<file path="src/rtl/div_int_pkg.sv">
// Shared types and constants for the sequential integer divider.
// No logic here; latency and handshake behaviour live in div_int.
package div_int_pkg;

  localparam int DIV_WIDTH_DEF = 32;

  // Quotient reported on divide-by-zero is all ones, built by replication.
  localparam logic DBZ_QUO_FILL = 1'b1;

  typedef enum logic [1:0] {
    IDLE = 2'd0,
    RUN  = 2'd1,
    FIX  = 2'd2,
    DONE = 2'd3
  } state_t;

  function automatic int cnt_width(input int w);
    return (w > 2) ? $clog2(w) : 1;
  endfunction

endpackage

</file>
<file path="src/rtl/div_int_if.sv">
// Start/done handshake between the ALU issue stage and the divider.
// The sgn request bit exists only when DIV_INT_SIGNED_EN is defined.
interface div_int_if
  import div_int_pkg::*;
#(
  parameter int WIDTH = DIV_WIDTH_DEF
);

  logic             start;
  logic [WIDTH-1:0] a;
  logic [WIDTH-1:0] b;
`ifdef DIV_INT_SIGNED_EN
  logic             sgn;
`endif
  logic             busy;
  logic             done;
  logic [WIDTH-1:0] q;
  logic [WIDTH-1:0] r;
  logic             dbz;

`ifdef DIV_INT_SIGNED_EN
  modport master (output start, a, b, sgn, input busy, done, q, r, dbz);
  modport slave  (input start, a, b, sgn, output busy, done, q, r, dbz);
`else
  modport master (output start, a, b, input busy, done, q, r, dbz);
  modport slave  (input start, a, b, output busy, done, q, r, dbz);
`endif

endinterface

</file>
<file path="src/rtl/div_int_step.sv">
// One restoring-division stage: shift in a dividend bit, trial-subtract the divisor.
// Purely combinational; the borrow of the WIDTH+1-bit difference decides the quotient bit.
module div_int_step #(
  parameter int WIDTH = 32
) (
  input  logic [WIDTH-1:0] rem_in,
  input  logic             quo_msb,
  input  logic [WIDTH-1:0] divisor,
  output logic [WIDTH-1:0] rem_out,
  output logic             q_bit
);

  logic [WIDTH:0] trial;
  logic [WIDTH:0] diff;

  // rem_in < divisor always holds, so trial < 2*divisor and the difference never overflows.
  assign trial   = {rem_in, quo_msb};
  assign diff    = trial - {1'b0, divisor};
  assign q_bit   = ~diff[WIDTH];
  assign rem_out = q_bit ? diff[WIDTH-1:0] : trial[WIDTH-1:0];

endmodule

</file>
<file path="src/rtl/div_int.sv">
// Sequential restoring divider, one quotient bit per clock; DIV_INT_SIGNED_EN adds signed ops.
// Done pulses WIDTH cycles after accept (+1 signed, 0 on b==0); start ignored while busy.
module div_int
  import div_int_pkg::*;
#(
  parameter int WIDTH = DIV_WIDTH_DEF
) (
  input logic      clk,
  input logic      rst_n,
  div_int_if.slave bus
);

  localparam int CW = cnt_width(WIDTH);

  state_t           state;
  state_t           state_nxt;
  logic [CW-1:0]    cnt;
  logic [WIDTH-1:0] quo;
  logic [WIDTH-1:0] rem;
  logic [WIDTH-1:0] dvs;
  logic [WIDTH-1:0] q_reg;
  logic [WIDTH-1:0] r_reg;
  logic             dbz_reg;

  logic [WIDTH-1:0] a_op;
  logic [WIDTH-1:0] b_op;
  logic             fix_req;
  logic             b_zero;
  logic [WIDTH-1:0] step_rem;
  logic             step_q;
  logic [WIDTH-1:0] quo_nxt;

`ifdef DIV_INT_SIGNED_EN
  logic sgn_op;
  logic neg_q;
  logic neg_r;

  // Signed operands run through the unsigned core as magnitudes.
  assign a_op    = (bus.sgn && bus.a[WIDTH-1]) ? -bus.a : bus.a;
  assign b_op    = (bus.sgn && bus.b[WIDTH-1]) ? -bus.b : bus.b;
  assign fix_req = sgn_op;
`else
  assign a_op    = bus.a;
  assign b_op    = bus.b;
  assign fix_req = 1'b0;
`endif

  assign b_zero  = (bus.b == '0);
  assign quo_nxt = {quo[WIDTH-2:0], step_q};

  div_int_step #(
    .WIDTH (WIDTH)
  ) u_step (
    .rem_in  (rem),
    .quo_msb (quo[WIDTH-1]),
    .divisor (dvs),
    .rem_out (step_rem),
    .q_bit   (step_q)
  );

  always_ff @(posedge clk or negedge rst_n) begin
    if (!rst_n) begin
      state <= IDLE;
    end else begin
      state <= state_nxt;
    end
  end

  always_comb begin
    state_nxt = state;
    case (state)
      IDLE: begin
        if (bus.start) begin
          state_nxt = b_zero ? DONE : RUN;
        end
      end
      RUN: begin
        if (cnt == '0) begin
          state_nxt = fix_req ? FIX : DONE;
        end
      end
      FIX:     state_nxt = DONE;
      DONE:    state_nxt = IDLE;
      default: state_nxt = IDLE;
    endcase
  end

  always_ff @(posedge clk or negedge rst_n) begin
    if (!rst_n) begin
      cnt     <= '0;
      quo     <= '0;
      rem     <= '0;
      dvs     <= '0;
      q_reg   <= '0;
      r_reg   <= '0;
      dbz_reg <= 1'b0;
`ifdef DIV_INT_SIGNED_EN
      sgn_op  <= 1'b0;
      neg_q   <= 1'b0;
      neg_r   <= 1'b0;
`endif
    end else begin
      case (state)
        IDLE: begin
          if (bus.start) begin
            cnt <= CW'(WIDTH - 1);
            rem <= '0;
            quo <= a_op;
            dvs <= b_op;
`ifdef DIV_INT_SIGNED_EN
            sgn_op <= bus.sgn && !b_zero;
            neg_q  <= bus.sgn && (bus.a[WIDTH-1] ^ bus.b[WIDTH-1]);
            neg_r  <= bus.sgn && bus.a[WIDTH-1];
`endif
            if (b_zero) begin
              q_reg   <= {WIDTH{DBZ_QUO_FILL}};
              r_reg   <= bus.a;
              dbz_reg <= 1'b1;
            end
          end
        end
        RUN: begin
          rem <= step_rem;
          quo <= quo_nxt;
          cnt <= cnt - CW'(1);
          if ((cnt == '0) && !fix_req) begin
            q_reg   <= quo_nxt;
            r_reg   <= step_rem;
            dbz_reg <= 1'b0;
          end
        end
        FIX: begin
`ifdef DIV_INT_SIGNED_EN
          // Truncation toward zero: remainder follows the dividend's sign.
          q_reg   <= neg_q ? -quo : quo;
          r_reg   <= neg_r ? -rem : rem;
          dbz_reg <= 1'b0;
`endif
        end
        default: begin
        end
      endcase
    end
  end

  assign bus.busy = (state != IDLE);
  assign bus.done = (state == DONE);
  assign bus.q    = q_reg;
  assign bus.r    = r_reg;
  assign bus.dbz  = dbz_reg;

endmodule

</file>
<file path="src/flat_wrapper.sv">
// flat-port wrapper written by rule: the top's interface ports become plain ports
module div_int_flat import div_int_pkg::*;
#(
  parameter int WIDTH = DIV_WIDTH_DEF
)
  (clk, rst_n, bus_start, bus_a, bus_b, bus_busy, bus_done, bus_q, bus_r, bus_dbz);
  div_int_if #(.WIDTH(WIDTH)) bus_i ();
  input logic clk;
  input logic rst_n;
  input wire logic [$bits(bus_i.start)-1:0] bus_start;
  input wire logic [$bits(bus_i.a)-1:0] bus_a;
  input wire logic [$bits(bus_i.b)-1:0] bus_b;
  output wire logic [$bits(bus_i.busy)-1:0] bus_busy;
  output wire logic [$bits(bus_i.done)-1:0] bus_done;
  output wire logic [$bits(bus_i.q)-1:0] bus_q;
  output wire logic [$bits(bus_i.r)-1:0] bus_r;
  output wire logic [$bits(bus_i.dbz)-1:0] bus_dbz;
  assign bus_i.start = bus_start;
  assign bus_i.a = bus_a;
  assign bus_i.b = bus_b;
  assign bus_busy = bus_i.busy;
  assign bus_done = bus_i.done;
  assign bus_q = bus_i.q;
  assign bus_r = bus_i.r;
  assign bus_dbz = bus_i.dbz;
  div_int #(.WIDTH(WIDTH)) u_core (.clk(clk), .rst_n(rst_n), .bus(bus_i));
endmodule
</file>
<file path="config.mk">
export PLATFORM = sky130hd
export DESIGN_NAME = div_int_flat
export DESIGN_NICKNAME = d
export VERILOG_FILES = /design/src/rtl/div_int_pkg.sv /design/src/rtl/div_int_if.sv /design/src/rtl/div_int_step.sv /design/src/rtl/div_int.sv /design/src/flat_wrapper.sv
export SDC_FILE = /design/constraint.sdc
export NUM_CORES = 1
export LEC_CHECK = 0
export CAP_MARGIN = 0
export CORE_ASPECT_RATIO = 1.1
export CORE_UTILIZATION = 30
export DETAILED_ROUTE_END_ITERATION = 10
export PLACE_DENSITY = 0.55
export SYNTH_ARGS = -nofsm -noshare
export SYNTH_HDL_FRONTEND = slang
export SYNTH_SLANG_ARGS = --single-unit
</file>
<file path="constraint.sdc">
create_clock -name clk -period 2.7 [get_ports clk]
set_clock_uncertainty 0.05 [all_clocks]
set_input_delay 0.54 -clock clk [delete_from_list [all_inputs] [get_ports clk]]
set_output_delay 0.54 -clock clk [all_outputs]
set_load 0.02 [all_outputs]
</file>
==> run metrics <==
commonest non-fill, non-tap cell in the layout dfrtp_1; drt pass-1 iters 5; P per Cell Area 1527 mW/mm^2; Max Clk Rate 335.2 MHz; fin crit share 110.5%; RSZ-0062 raised after global routing yes; Startpoint Class register; placed cell area 0.01242 mm^2; crit path from u_core.rem[14]; WP data arrival 3260 ps; max-cap viol count 0; DRC violations left 0; post-route ant nets 0; syn_nets 1135; RR Endpoint u_core.bus.r[29]; DP HPWL 21110 um; Vias/cell 4.888; synth-to-layout area growth 47.76%; met3 Use GR 3.026%; Clock transition at path regs 70 ps; clk_lat worst skew 440 ps; first-pass GRT wire length 45410 um; Sequential Area 0.004209 mm^2; DR WL/cell 16.57 um; cell area after layout 0.01382 mm^2; commonest non-fill, non-tap cells in the layout dfrtp_1 (164), buf_4 (163), clkdlybuf4s50_1 (131); register area share after synthesis 44.96%; endpoints failing hold 0; row count 67; syn_area_per_cell 9.096 um^2; pin count of the biggest net entering global routing 61; die height 187.2 um; CTS tree done; vias in the first global route 8308; Post-synth ARST share 100.0%; overall routing resource usage 18.28%; die area 0.03188 mm^2; Root Buffer clkbuf_16; synthesized instance count 1028; share of layout cells above drive strength 1 26.86%; Post-synth EDFFs 0; Critical Path RT 2970 ps; Clock Path Buffers 2; Worst Setup End Kind register; met1 Resource Use GR 25.96%; filler instances 2905; post-synth cell types 58; TritonCTS buffer count 17; #FFs+latches synth 168; Yosys warnings 0; Final Total Pwr 0.02110 W; nets@finish 1413; GRT Max-Usage Layer met2; slew margin rel. 48.12%; GPL Wtd Cong 0.8704; Final setup viols 62; Slew Limit Fails 0; initial detailed-routing violation count 569; DR vias 8466; status finished with violations; RR Startpoint u_core.rem[14]; crit path capture u_core.bus.r[29]; ys flop type dfrtp_1; # H-tree levels 4; violated checks setup timing; Overflow after GRT 0; # IOs 134; Worst Hold Class register to register; worst-margin pin slew 778.2 ps; initial antenna violation count 0; worst reg2reg setup slack -280 ps; Final WS setup -283.3 ps; Total Wirelength 28700 um; I/O Buffers 133; VDD IR max 0.6199 mV; CTS sink cnt 168; Initial Util 30.56%; multi-input logic area 0.005410 mm^2; Final min period 2983 ps; LEAKAGE 6.110 nW; # diodes 0; core area 0.03060 mm^2; Reg2Reg Depth 11; DIE WIDTH 170.3 um; CP Max Fanout 6; WS Path Type register to register; Post-Syn Area 0.009350 mm^2; met2 GRT Util 28.83%
-- worst max-delay path, stage by stage, from the launching register on --
cell      delay [ps]
dfrtp_2          450
ha_4             290
buf_6            120
nand4_4          120
nor4_4           250
o211ai_1         130
and3_1           200
o31a_1           340
a221oi_2         310
xnor2_1          210
a21oi_2          100
o31a_1           280
-- power by group --
group	switching (W)	internal, W
clock	0.00104	0.00139
combinational	0.00724	0.00680
sequential	0.000906	0.00372
total	0.00919	0.0119
-- what timing repair did --
item                                    4_1_cts  5_1_grt
cloned                                        1        1
endpoints found under the hold margin        38        0
buffers inserted                              9        5
endpoints found under the setup margin       65       66
pin swaps                                    34       27
gates resized for setup                      84      106
hold buffers                                  1        0
-- worst min path at each step --
| stage | start | endpoint | slack (ps) | depth (start not counted) |
|---|---|---|---|---|
| after floorplan | rst_n | u_core.bus.dbz | 190 | 0 |
| after global placement | u_core.bus.q[19] | u_core.bus.q[19] | 400 | 2 |
| after detailed placement | u_core.bus.q[3] | u_core.bus.q[3] | 410 | 2 |
| after CTS | u_core.bus.q[3] | u_core.bus.q[3] | 420 | 2 |
| after global routing | u_core.bus.q[3] | u_core.bus.q[3] | 430 | 2 |
| final | u_core.bus.q[12] | u_core.bus.q[12] | 410 | 2 |
-- cell usage after synthesis, types with 9 or more instances --
cell | count | area [um^2]
a21oi_1 | 102 | 510.5
a31oi_1 | 13 | 81.33
and3_1 | 25 | 156.4
buf_1 | 10 | 37.54
buf_2 | 10 | 50.05
clkbuf_1 | 37 | 138.9
dfrtp_1 | 168 | 4204
ha_1 | 39 | 488.0
inv_1 | 46 | 172.7
mux2_2 | 33 | 371.6
mux2i_1 | 54 | 540.5
nand2_1 | 133 | 499.2
nand3_1 | 10 | 50.05
nand4_1 | 9 | 56.30
nor2_1 | 72 | 270.3
nor2b_1 | 9 | 56.30
nor3_1 | 24 | 120.1
o21ai_0 | 108 | 540.5
xnor2_1 | 18 | 157.7
xor2_1 | 10 | 87.58
-- final cells by class --
cell class	instances	share of cell area, %
clock inverters	10	0.8603
inverters	47	1.277
clock buffers	21	3.260
flip-flops and latches	168	30.47
repair buffers	320	21.23
multi-input cells	752	39.16
well taps	414	3.749
-- routing by layer --
metal / vias up / share of wire, %
met3: 21 / 3.7
met2: 181 / 47
li1: 4160 / -
met5: - / 0
met1: 4104 / 49
met4: 0 / 0.89
-- through the flow --
| stage | TNS, ps | utilization [%] | setup slack (ps) | hold WS, ps | std cells |
|---|---|---|---|---|---|
| 3_3_place_gp | -23240 | 40.58 | -430.5 | 399.8 | 1687 |
| 2_1_floorplan | 0 | - | 1.539 | 194.4 | 1028 |
| 5_1_grt | -16050 | 45.15 | -370.5 | 428.1 | 1732 |
| 3_5_place_dp | -27100 | 40.58 | -506.5 | 405.5 | 1687 |
| 4_1_cts | -7671 | 43.87 | -239.5 | 420.4 | 1729 |
| 6_report | -8576 | 45.15 | -283.3 | 414.3 | 1732 |
-- logic make-up (layout without fill, tap and decap cells) --
group                    count (synthesis)  after routing  share of synthesized area [%]
multiplexers                            88             88                          9.876
adder cells (fa/ha/maj)                 40             40                          5.433
XOR/XNOR                                29             29                          2.797
AND/OR/NAND/NOR                        311            311                          15.01
buffers and inverters                  108            398                          4.617
flip-flops                             168            168                          44.96
AO/OA/AOI/OAI                          284            284                          17.30
Power figures use the tool's default switching activity.
